### config.mk
export PLATFORM = sky130hd
export DESIGN_NAME = mse_accum
export DESIGN_NICKNAME = d
export VERILOG_FILES = /design/src/rtl/mse_pkg.sv /design/src/rtl/sq_err_stage.sv /design/src/rtl/mse_accum.sv
export SDC_FILE = /design/constraint.sdc
export NUM_CORES = 1
export LEC_CHECK = 0
export CORE_MARGIN = 1.5
export CORE_UTILIZATION = 55
export DETAILED_ROUTE_END_ITERATION = 12
export PLACE_DENSITY_LB_ADDON = 0.12
export SLEW_MARGIN = 20
export SYNTH_ARGS = -nofsm -noshare
export SYNTH_HDL_FRONTEND = slang
export SYNTH_HIERARCHICAL = 1
export SYNTH_SLANG_ARGS = --single-unit
### constraint.sdc
create_clock -name clk -period 17.75 [get_ports clk]
set_clock_uncertainty 0.05 [all_clocks]
set_input_delay 5.325 -clock clk [delete_from_list [all_inputs] [get_ports clk]]
set_output_delay 5.325 -clock clk [all_outputs]
set_load 0.01 [all_outputs]
### src/rtl/mse_pkg.sv
// Shared widths, FSM state type and small arithmetic helpers for the
// mean-squared-error accumulator (mse_accum) and its pipeline stage.
package mse_pkg;

  localparam int SAMPLE_W = 16;   // ref_x / dut_y
  localparam int ERR_W    = 17;   // ref_x - dut_y, never wraps
  localparam int SQ_W     = 34;   // d*d
  localparam int ACC_W    = 48;   // 2^15 squares of at most 65535^2 fit
  localparam int MSE_W    = 32;
  localparam int CNT_W    = 16;   // holds 2^15
  localparam int WL_W     = 4;
  localparam int DRAIN_W  = 2;

  // Cycles spent in DRAIN after the accepting edge: d and square are still
  // in flight, then one edge for the final accumulate to land.
  localparam logic [DRAIN_W-1:0] DRAIN_LAST = 2'd2;

  typedef enum logic [1:0] {
    ST_IDLE  = 2'd0,
    ST_RUN   = 2'd1,
    ST_DRAIN = 2'd2,
    ST_DONE  = 2'd3
  } state_e;

  // Sign-extend both samples by one bit so the difference cannot overflow.
  function automatic logic signed [ERR_W-1:0] sample_diff(
    input logic signed [SAMPLE_W-1:0] x,
    input logic signed [SAMPLE_W-1:0] y
  );
    return $signed({x[SAMPLE_W-1], x}) - $signed({y[SAMPLE_W-1], y});
  endfunction

  // |d| as unsigned; the most negative difference is -65535, so it fits.
  function automatic logic [ERR_W-1:0] abs_err(input logic signed [ERR_W-1:0] d);
    logic signed [ERR_W-1:0] neg;
    neg = -d;
    return d[ERR_W-1] ? $unsigned(neg) : $unsigned(d);
  endfunction

endpackage

### src/rtl/sq_err_stage.sv
// Two-stage subtract/square pipeline feeding the mse_accum accumulator.
// Stage 1 registers d = ref - dut, stage 2 registers d*d. valid_o follows
// valid_i by two edges.
module sq_err_stage
  import mse_pkg::*;
(
  input  logic                       clk,
  input  logic                       rstN,
  input  logic                       valid_i,
  input  logic signed [SAMPLE_W-1:0] ref_i,
  input  logic signed [SAMPLE_W-1:0] dut_i,
  output logic                       valid_o,
  output logic [SQ_W-1:0]            square_o
);

  logic                    d_vld_q;
  logic signed [ERR_W-1:0] d_q;
  logic                    sq_vld_q;
  logic [SQ_W-1:0]         sq_q;
  logic signed [SQ_W-1:0]  prod;

  // Widen both operands first; the true product is below 2^32 so the
  // 34-bit signed result is exact and non-negative.
  always_comb begin
    prod = SQ_W'(d_q) * SQ_W'(d_q);
  end

  // Stage 1: register the error.
  always_ff @(posedge clk or negedge rstN) begin
    if (!rstN) begin
      d_vld_q <= 1'b0;
      d_q     <= '0;
    end else begin
      d_vld_q <= valid_i;
      if (valid_i) begin
        d_q <= sample_diff(ref_i, dut_i);
      end
    end
  end

  // Stage 2: register the square.
  always_ff @(posedge clk or negedge rstN) begin
    if (!rstN) begin
      sq_vld_q <= 1'b0;
      sq_q     <= '0;
    end else begin
      sq_vld_q <= d_vld_q;
      if (d_vld_q) begin
        sq_q <= $unsigned(prod);
      end
    end
  end

  assign valid_o  = sq_vld_q;
  assign square_o = sq_q;

endmodule

### src/rtl/mse_accum.sv
// Mean-squared-error accumulator: collects 2^win_log2 accepted sample pairs,
// sums (ref_x - dut_y)^2 and publishes sse / mse with a one-cycle done pulse.
// Optional feature macro: MSE_ACCUM_MAXERR_EN adds err_max (max |d| of the
// last completed window).
//
//   state    | meaning
//   ---------+-----------------------------------------------------------
//   ST_IDLE  | after reset, waiting for start
//   ST_RUN   | accepting samples on in_valid until the window is full
//   ST_DRAIN | last sample moving through subtract/square/accumulate
//   ST_DONE  | results published, waiting for the next start
module mse_accum
  import mse_pkg::*;
(
  input  logic                       clk,
  input  logic                       rstN,
  input  logic                       start,
  input  logic [WL_W-1:0]            win_log2,
  input  logic                       in_valid,
  input  logic signed [SAMPLE_W-1:0] ref_x,
  input  logic signed [SAMPLE_W-1:0] dut_y,
  output logic                       busy,
  output logic                       done,
  output logic [ACC_W-1:0]           sse,
  output logic [MSE_W-1:0]           mse
`ifdef MSE_ACCUM_MAXERR_EN
  ,
  output logic [ERR_W-1:0]           err_max
`endif
);

  state_e               state_q, state_d;
  logic [WL_W-1:0]      wl_q;
  logic [CNT_W-1:0]     cnt_q, cnt_d;
  logic [CNT_W-1:0]     cnt_inc;
  logic [CNT_W-1:0]     win_len;
  logic [DRAIN_W-1:0]   drain_q, drain_d;
  logic [ACC_W-1:0]     acc_q, acc_d;
  logic [ACC_W-1:0]     sse_q, sse_d;
  logic [MSE_W-1:0]     mse_q, mse_d;
  logic                 done_q, done_d;

  logic                 start_acc;
  logic                 accept;
  logic                 last_acc;
  logic                 drain_end;
  logic                 sq_vld;
  logic [SQ_W-1:0]      sq_val;

  // Event decode shared by the FSM and the datapath.
  always_comb begin
    start_acc = start && ((state_q == ST_IDLE) || (state_q == ST_DONE));
    accept    = (state_q == ST_RUN) && in_valid;
    cnt_inc   = cnt_q + CNT_W'(1);
    win_len   = CNT_W'(1) << wl_q;
    last_acc  = accept && (cnt_inc == win_len);
    drain_end = (state_q == ST_DRAIN) && (drain_q == '0);
  end

  // Subtract and square; accepted pairs only.
  sq_err_stage u_sq_err_stage (
    .clk      (clk),
    .rstN     (rstN),
    .valid_i  (accept),
    .ref_i    (ref_x),
    .dut_i    (dut_y),
    .valid_o  (sq_vld),
    .square_o (sq_val)
  );

  // FSM state register.
  always_ff @(posedge clk or negedge rstN) begin
    if (!rstN) begin
      state_q <= ST_IDLE;
    end else begin
      state_q <= state_d;
    end
  end

  // FSM next-state logic.
  always_comb begin
    state_d = state_q;
    case (state_q)
      ST_IDLE:  if (start)      state_d = ST_RUN;
      ST_RUN:   if (last_acc)   state_d = ST_DRAIN;
      ST_DRAIN: if (drain_end)  state_d = ST_DONE;
      ST_DONE:  if (start)      state_d = ST_RUN;
      default:                  state_d = ST_IDLE;
    endcase
  end

  // FSM outputs and result ports.
  always_comb begin
    busy = (state_q == ST_RUN) || (state_q == ST_DRAIN);
    done = done_q;
    sse  = sse_q;
    mse  = mse_q;
  end

  // Datapath next-state: sample counter, drain timer, accumulator, results.
  always_comb begin
    cnt_d   = cnt_q;
    drain_d = drain_q;
    acc_d   = acc_q;
    sse_d   = sse_q;
    mse_d   = mse_q;
    done_d  = 1'b0;

    if (start_acc) begin
      cnt_d = '0;
    end else if (accept) begin
      cnt_d = cnt_inc;
    end

    if (last_acc) begin
      drain_d = DRAIN_LAST;
    end else if ((state_q == ST_DRAIN) && (drain_q != '0)) begin
      drain_d = drain_q - DRAIN_W'(1);
    end

    // The pipeline is empty whenever a start can be accepted, so clearing
    // never collides with an arriving square.
    if (start_acc) begin
      acc_d = '0;
    end else if (sq_vld) begin
      acc_d = acc_q + ACC_W'(sq_val);
    end

    // By the end of DRAIN the final square has been folded into acc_q.
    if (drain_end) begin
      sse_d  = acc_q;
      mse_d  = MSE_W'(acc_q >> wl_q);
      done_d = 1'b1;
    end
  end

  // Datapath registers; window length is latched so mid-window changes on
  // win_log2 affect neither the count nor the mse shift.
  always_ff @(posedge clk or negedge rstN) begin
    if (!rstN) begin
      wl_q    <= '0;
      cnt_q   <= '0;
      drain_q <= '0;
      acc_q   <= '0;
      sse_q   <= '0;
      mse_q   <= '0;
      done_q  <= 1'b0;
    end else begin
      if (start_acc) begin
        wl_q <= win_log2;
      end
      cnt_q   <= cnt_d;
      drain_q <= drain_d;
      acc_q   <= acc_d;
      sse_q   <= sse_d;
      mse_q   <= mse_d;
      done_q  <= done_d;
    end
  end

`ifdef MSE_ACCUM_MAXERR_EN
  logic [ERR_W-1:0] emax_run_q;
  logic [ERR_W-1:0] emax_q;
  logic [ERR_W-1:0] cur_abs;

  // |d| of the pair being accepted this cycle.
  always_comb begin
    cur_abs = abs_err(sample_diff(ref_x, dut_y));
  end

  // Running max tracks accepts; the published value moves with done.
  always_ff @(posedge clk or negedge rstN) begin
    if (!rstN) begin
      emax_run_q <= '0;
      emax_q     <= '0;
    end else begin
      if (start_acc) begin
        emax_run_q <= '0;
        emax_q     <= '0;
      end else begin
        if (accept && (cur_abs > emax_run_q)) begin
          emax_run_q <= cur_abs;
        end
        if (drain_end) begin
          emax_q <= emax_run_q;
        end
      end
    end
  end

  assign err_max = emax_q;
`endif

  // done is a single-cycle pulse on entry to DONE.
  a_done_pulse : assert property (@(posedge clk) disable iff (!rstN) done |=> !done);

  // The sample counter never runs past the window while collecting.
  a_cnt_range : assert property (@(posedge clk) disable iff (!rstN)
                                 (state_q == ST_RUN) |-> (cnt_q < win_len));

endmodule

==> flow_metrics.py, run 1 <==
metrics = {
    "clock_tree": {
        "worstSkewPairLatency_ns": 0.55,
        "root_buffer": "clkbuf_16",
        "ctsLongestPathBuffers": 3,
        "clock_sinks": 205,
        "numCtsBuffers": 24,
        "tritoncts": "built",
        "clkSlewWorstSetupHoldPaths_ns": 0.06,
        "hold_buffers": 0,
        "cts-resized-gates": 0,
        "htree_levels": 1,
        "cts_setup_buffers": 0,
    },
    "place": {
        "dp_hpwl_mm": 41.4,
        "gp_congestion": 0.888,
        "placedCellCount": 2990,
        "place.port_buffers": 121,
    },
    "cells_and_area": {
        "area_growth_pct": 10.6,
        "antennaDiodeCount": 0,
        "nNetsFinal": 2936,
        "multi_input_area_um2": 15900,
        "drive_gt1_share_pct": 8.48,
        "fin_cells": 3033,
        "regArea_um2": 5130,
        "fillers": 3515,
    },
    "synthesis": {
        "synth_area_leaders": "fa_1 (24%), dfrtp_1 (22%), ha_1 (7.7%)",
        "synthTopCellsByCount": "inv_1 (395), fa_1 (271), nand2_1 (233)",
        "synth_edf_count": 0,
        "synth_area_um2": 23000,
        "yosys_warnings": 6,
        "async_flop_share_pct": 100,
        "synth.distinct_cells": 93,
        "synth_seq_area_share_pct": 22.3,
        "yosysTopAreaCellShare_pct": 23.6,
        "yosysTopAreaCell": "fa_1",
        "avgSynthCellArea_um2": 9.47,
        "synth.most_common_cell": "inv_1",
        "synthFlopType": "dfrtp_1",
        "synthCells": 2428,
        "syn_nets": 2880,
        "ys_ff_latch": 205,
    },
    "worst_hold_path": {
        "whs_endpoint": "mse[23]",
        "min_path_type": "flip-flop to flip-flop",
        "whs_path_depth": 2,
        "min_from": "mse[23]",
    },
    "worst_setup_path": {
        "worst-path-max-fanout": 3,
        "end_kind": "flip-flop",
        "cp-start-kind": "input port",
        "critical_path_arrival_ns": 8.01,
        "worstPathRequired_ns": 18.15,
        "r2r_start": "u_sq_err_stage/d_q[16]",
        "path_class": "input port to flip-flop",
        "critPathLaunch": "ref_x[0]",
        "r2r-end": "u_sq_err_stage/square_o[31]",
        "regToRegSetupSlack_ns": 11.12,
        "ff2ff_path_depth": 18,
    },
    "grt": {
        "grt_overflow": 0,
        "grt_max_degree": 94,
        "antenna_found_initial": 0,
        "grt_pass1_wl_mm": 89.7,
        "grt_usage_pct": 25.4,
        "grt_pass1_vias": 17811,
    },
    "sta": {
        "period_share_pct": 42.9,
        "hold_viol": 0,
        "setup-violations-final": 0,
        "fin_worst_hold_slack_ns": 0.427,
        "slew_viol_final": 0,
        "tightest_slew_ns": 1.08,
        "relSlewSlack_pct": 26.0,
        "totalNegativeSetupSlack_ns": 0,
        "fmax_mhz": 131,
        "grt_setup_unrepaired": "false",
        "period_minus_slack_ns": 7.61,
    },
    "run_status": {
        "status": "complete, but fails checks",
        "violations": "design-rule violations",
    },
    "route": {
        "routed_wl_mm": 52.7,
        "drtIter0Drc": 1001,
        "antenna_left": 0,
        "firstDrtPassIters": 9,
        "via_per_inst": 5.60,
        "wl_per_cell_um": 17.4,
        "route.detailed.drc": 8,
        "via_count": 16990,
    },
    "floorplanning": {
        "die_h_um": 207,
        "initial_core_util_pct": 56.0,
        "dieArea_um2": 43000,
        "rows": 74,
        "core-area_um2": 41000,
        "pin_count": 122,
        "die_w_um": 207,
    },
    "flow_run": {
        "maxCapViolCount": 0,
    },
}
-- registers in the layout, summed over array words and instances (netlist names), 2 cells and up --
| name | count |
|---|---|
| cnt_q | 16 |
| mse | 32 |
| u_sq_err_stage/square_o | 33 |
| state_q | 2 |
| wl_q | 4 |
| acc_q | 48 |
| drain_q | 2 |
| u_sq_err_stage/d_q | 17 |
| sse | 48 |
-- how the worst max path moves through the flow --
stage,cells past startpoint,slack (ns),end
after global routing,12,9.95,u_sq_err_stage/d_q[14]
final,12,10.14,u_sq_err_stage/d_q[14]
after global placement,12,9.71,u_sq_err_stage/d_q[14]
after floorplan,11,10.43,u_sq_err_stage/d_q[14]
after detailed placement,12,9.64,u_sq_err_stage/d_q[14]
after CTS,12,10.19,u_sq_err_stage/d_q[14]
-- cells by family after synthesis --
logic type / count (synthesis) / share of synthesized area (%)
buf+inv: 503 / 8.38
xor+xnor: 101 / 3.85
flops: 205 / 22.3
compound gates: 400 / 11.3
other cells: 1 / 0.0163
fa+ha+maj: 412 / 31.3
simple gates: 630 / 13.3
mux: 176 / 9.49
-- cell type report --
class / count / area share [%]
well taps: 532 / 2.62
multi-input cells: 1720 / 62.7
inverters: 397 / 5.86
repair buffers: 136 / 5.22
clock buffers: 32 / 2.68
flip-flops and latches: 205 / 20.2
clock inverters: 11 / 0.660
-- metal layers --
metal / share of wire [%] / vias up / wire, um / track usage, %
li1: - / 8147 / - / -
met1: 45 / 8369 / 23500 / 33.6
met2: 49 / 398 / 26000 / 44.7
met3: 3.6 / 76 / 1910 / 2.13
met4: 2.5 / 0 / 1290 / 7.07
met5: 0 / - / 0 / 0
-- cells in the final DEF (no fill, tap or decap), types with 15 or more instances in the layout --
cell type,instances
mux2_2,92
nor3_1,37
o21ai_1,21
a211oi_1,28
buf_4,15
xnor2_1,56
nand3_1,33
a21oi_1,95
nor2_1,119
dfrtp_1,201
xor2_1,45
mux4_2,24
nand4_1,21
clkdlybuf4s50_1,120
o21ai_0,94
ha_1,141
nor2b_1,27
a21o_1,26
o211ai_1,17
and2_1,70
inv_1,395
or3_1,22
clkbuf_16,25
fa_1,271
o21a_1,19
nand2_1,232
mux2i_1,59
-- worst max-delay path, stage by stage --
cell,delay [ns]
clkdlybuf4s50_1,0.45
inv_1,0.04
ha_1,0.21
fa_1,0.41
nor2b_1,0.17
o211ai_1,0.12
a21oi_1,0.19
o21ai_1,0.13
a221oi_1,0.45
o211a_1,0.24
nor3_1,0.06
o31ai_1,0.22
-- metrics by stage --
step                worst slack, ns  utilization [%]  cell area (um^2)
global route                   9.95             62.0             25400
detailed placement             9.64             59.9             24600
finish                        10.14             62.0             25400
global placement               9.71             59.9             24600
floorplan                     10.43                -             23000
CTS                           10.19             62.0             25400
Power of run 1 is left out: the tool's default activity adds up to more than one toggle a clock period on the data nets, which glitch-free logic cannot reach.
==> run 2: changes to the inputs <==
clock period = 7.45 ns   (was 17.75 ns; I/O delays follow)
==> run 2 against run 1 <==
Net effect: the flow still finishes with violations (design-rule violations); sequential cell count unchanged; global-route usage increased by 0.37 points; cell count about the same; final area increased by 0.13%; via count increased by 0.81%; count of clock-buffer cells in the layout increased by 1; routed wire length increased by 2.6%; die area unchanged; sequential share of layout area about the same; register-to-register slack got worse by 10 ns.
==> flow_metrics.py, run 2 (synthesis gave the netlist of run 1 again) <==
metrics = {
    "flow_run": {
        "maxCapViolCount": 0,
    },
    "sta": {
        "period_share_pct": 87.5,
        "relSlewSlack_pct": 27.9,
        "period_minus_slack_ns": 6.52,
        "fmax_mhz": 153,
        "hold_viol": 0,
        "slew_viol_final": 0,
        "setup-violations-final": 0,
        "grt_setup_unrepaired": "false",
        "totalNegativeSetupSlack_ns": 0,
        "tightest_slew_ns": 1.05,
    },
    "worst_setup_path": {
        "path_buf_inv": 2,
        "worstPathRequired_ns": 7.83,
        "regToRegSetupSlack_ns": 0.93,
        "cp_cell_sequence": "and2_1, fa_1, fa_1, inv_1, fa_1, fa_1, fa_1, fa_1, inv_1, ha_1, and2_1, nand2_1, nor3_1, a211oi_4, o21ai_2, mux2i_1, a211o_1",
        "critical_path_arrival_ns": 6.89,
        "end_kind": "flip-flop",
        "crit_slowest_cell": "dfrtp_1",
        "cp-start-kind": "flip-flop",
        "path_common_cell": "fa_1",
        "path_delay_family": "adder cells",
        "worst-path-max-fanout": 21,
        "path_class": "flip-flop to flip-flop",
        "slowest_delay_ns": 0.83,
    },
    "place": {
        "placedCellCount": 2990,
        "dp_hpwl_mm": 42.8,
        "dpl_cell_area_um2": 24600,
        "place.port_buffers": 121,
        "gp_congestion": 0.904,
    },
    "floorplanning": {
        "dieArea_um2": 43000,
        "pin_count": 122,
        "initial_core_util_pct": 56.0,
        "die_w_um": 207,
        "core-area_um2": 41000,
        "die_h_um": 207,
        "rows": 74,
    },
    "cells_and_area": {
        "fillers": 3478,
        "fin_cells": 3034,
        "antennaDiodeCount": 0,
        "utilization_pct": 62.0,
        "regArea_um2": 5130,
        "final_common_cell": "inv_1",
        "nNetsFinal": 2937,
        "multi_input_area_um2": 15900,
        "area_growth_pct": 10.7,
        "final_area_um2": 25400,
        "most-common-layout-cells": "inv_1 (395), fa_1 (271), nand2_1 (232)",
        "drive_gt1_share_pct": 8.55,
    },
    "clock_tree": {
        "worstSkewPairLatency_ns": 0.55,
        "numCtsBuffers": 25,
        "ctsLongestPathBuffers": 3,
        "clock_sinks": 205,
        "root_buffer": "clkbuf_16",
        "tritoncts": "built",
        "cts-resized-gates": 0,
        "clkSlewWorstSetupHoldPaths_ns": 0.06,
        "htree_levels": 1,
        "cts_setup_buffers": 0,
        "hold_buffers": 0,
    },
    "grt": {
        "grt_max_degree": 138,
        "grt_pass1_vias": 17595,
        "antenna_found_initial": 0,
        "grt_overflow": 0,
        "grt_pass1_wl_mm": 91.0,
        "grt_usage_pct": 25.7,
    },
    "worst_hold_path": {
        "min_path_type": "flip-flop to flip-flop",
    },
    "run_status": {
        "violations": "design-rule violations",
        "status": "complete, but fails checks",
    },
    "route": {
        "route.detailed.drc": 8,
        "routed_wl_mm": 54.1,
        "drtIter0Drc": 1201,
        "antenna_left": 0,
        "firstDrtPassIters": 9,
        "via_count": 17127,
        "wl_per_cell_um": 17.8,
        "via_per_inst": 5.65,
    },
}
## run 2: cell count changes in the layout (fill, tap and decap cells not counted), sizes merged
| cell | delta |
|---|---|
| clkinv | +1 |
| clkbuf | +1 |
| clkinvlp | -1 |
## run 2: layout make-up
type / instances / share of cell area [%]
well taps: 532 / 2.62
clock buffers: 33 / 2.77
repair buffers: 136 / 5.27
multi-input cells: 1720 / 62.7
flip-flops and latches: 205 / 20.2
inverters: 397 / 5.86
clock inverters: 11 / 0.649
## run 2: path summary, 6_finish.rpt
check / startpoint / end / depth (start not counted)
worst max register to register: u_sq_err_stage/d_q[2] / u_sq_err_stage/square_o[31] / 17
max in group asynchronous: rstN / acc_q[28] / 2
worst min register to register: mse[24] / mse[24] / 2
min in group asynchronous: rstN / sse[6] / 1
worst min-delay path: mse[24] / mse[24] / 2
worst max-delay path: u_sq_err_stage/d_q[2] / u_sq_err_stage/square_o[31] / 17
## run 2: metal layers
layer | up-vias | routed length [um] | track usage, %
li1 | 8138 | - | -
met1 | 8458 | 24200 | 34.8
met4 | 0 | 1270 | 6.64
met3 | 84 | 2560 | 2.92
met2 | 447 | 26100 | 44.2
met5 | - | 0 | 0
## run 2: metrics by stage
step                worst slack [ns]  hold WS [ns]
floorplan                       1.41         0.329
global placement                1.12         0.411
detailed placement             0.962         0.419
CTS                            0.955         0.433
global route                   0.632         0.454
finish                         0.931         0.423
## run 2: worst reg2reg max path, stage by stage (launching register included)
cell and delay (ns):
dfrtp_1 0.83, and2_1 0.40, fa_1 0.56, fa_1 0.64, inv_1 0.19, fa_1 0.52
fa_1 0.57, fa_1 0.43, fa_1 0.49, inv_1 0.04, ha_1 0.34, and2_1 0.23
nand2_1 0.09, nor3_1 0.34, a211oi_4 0.10, o21ai_2 0.21, mux2i_1 0.10, a211o_1 0.28
Power of run 2 is left out for the same reason.
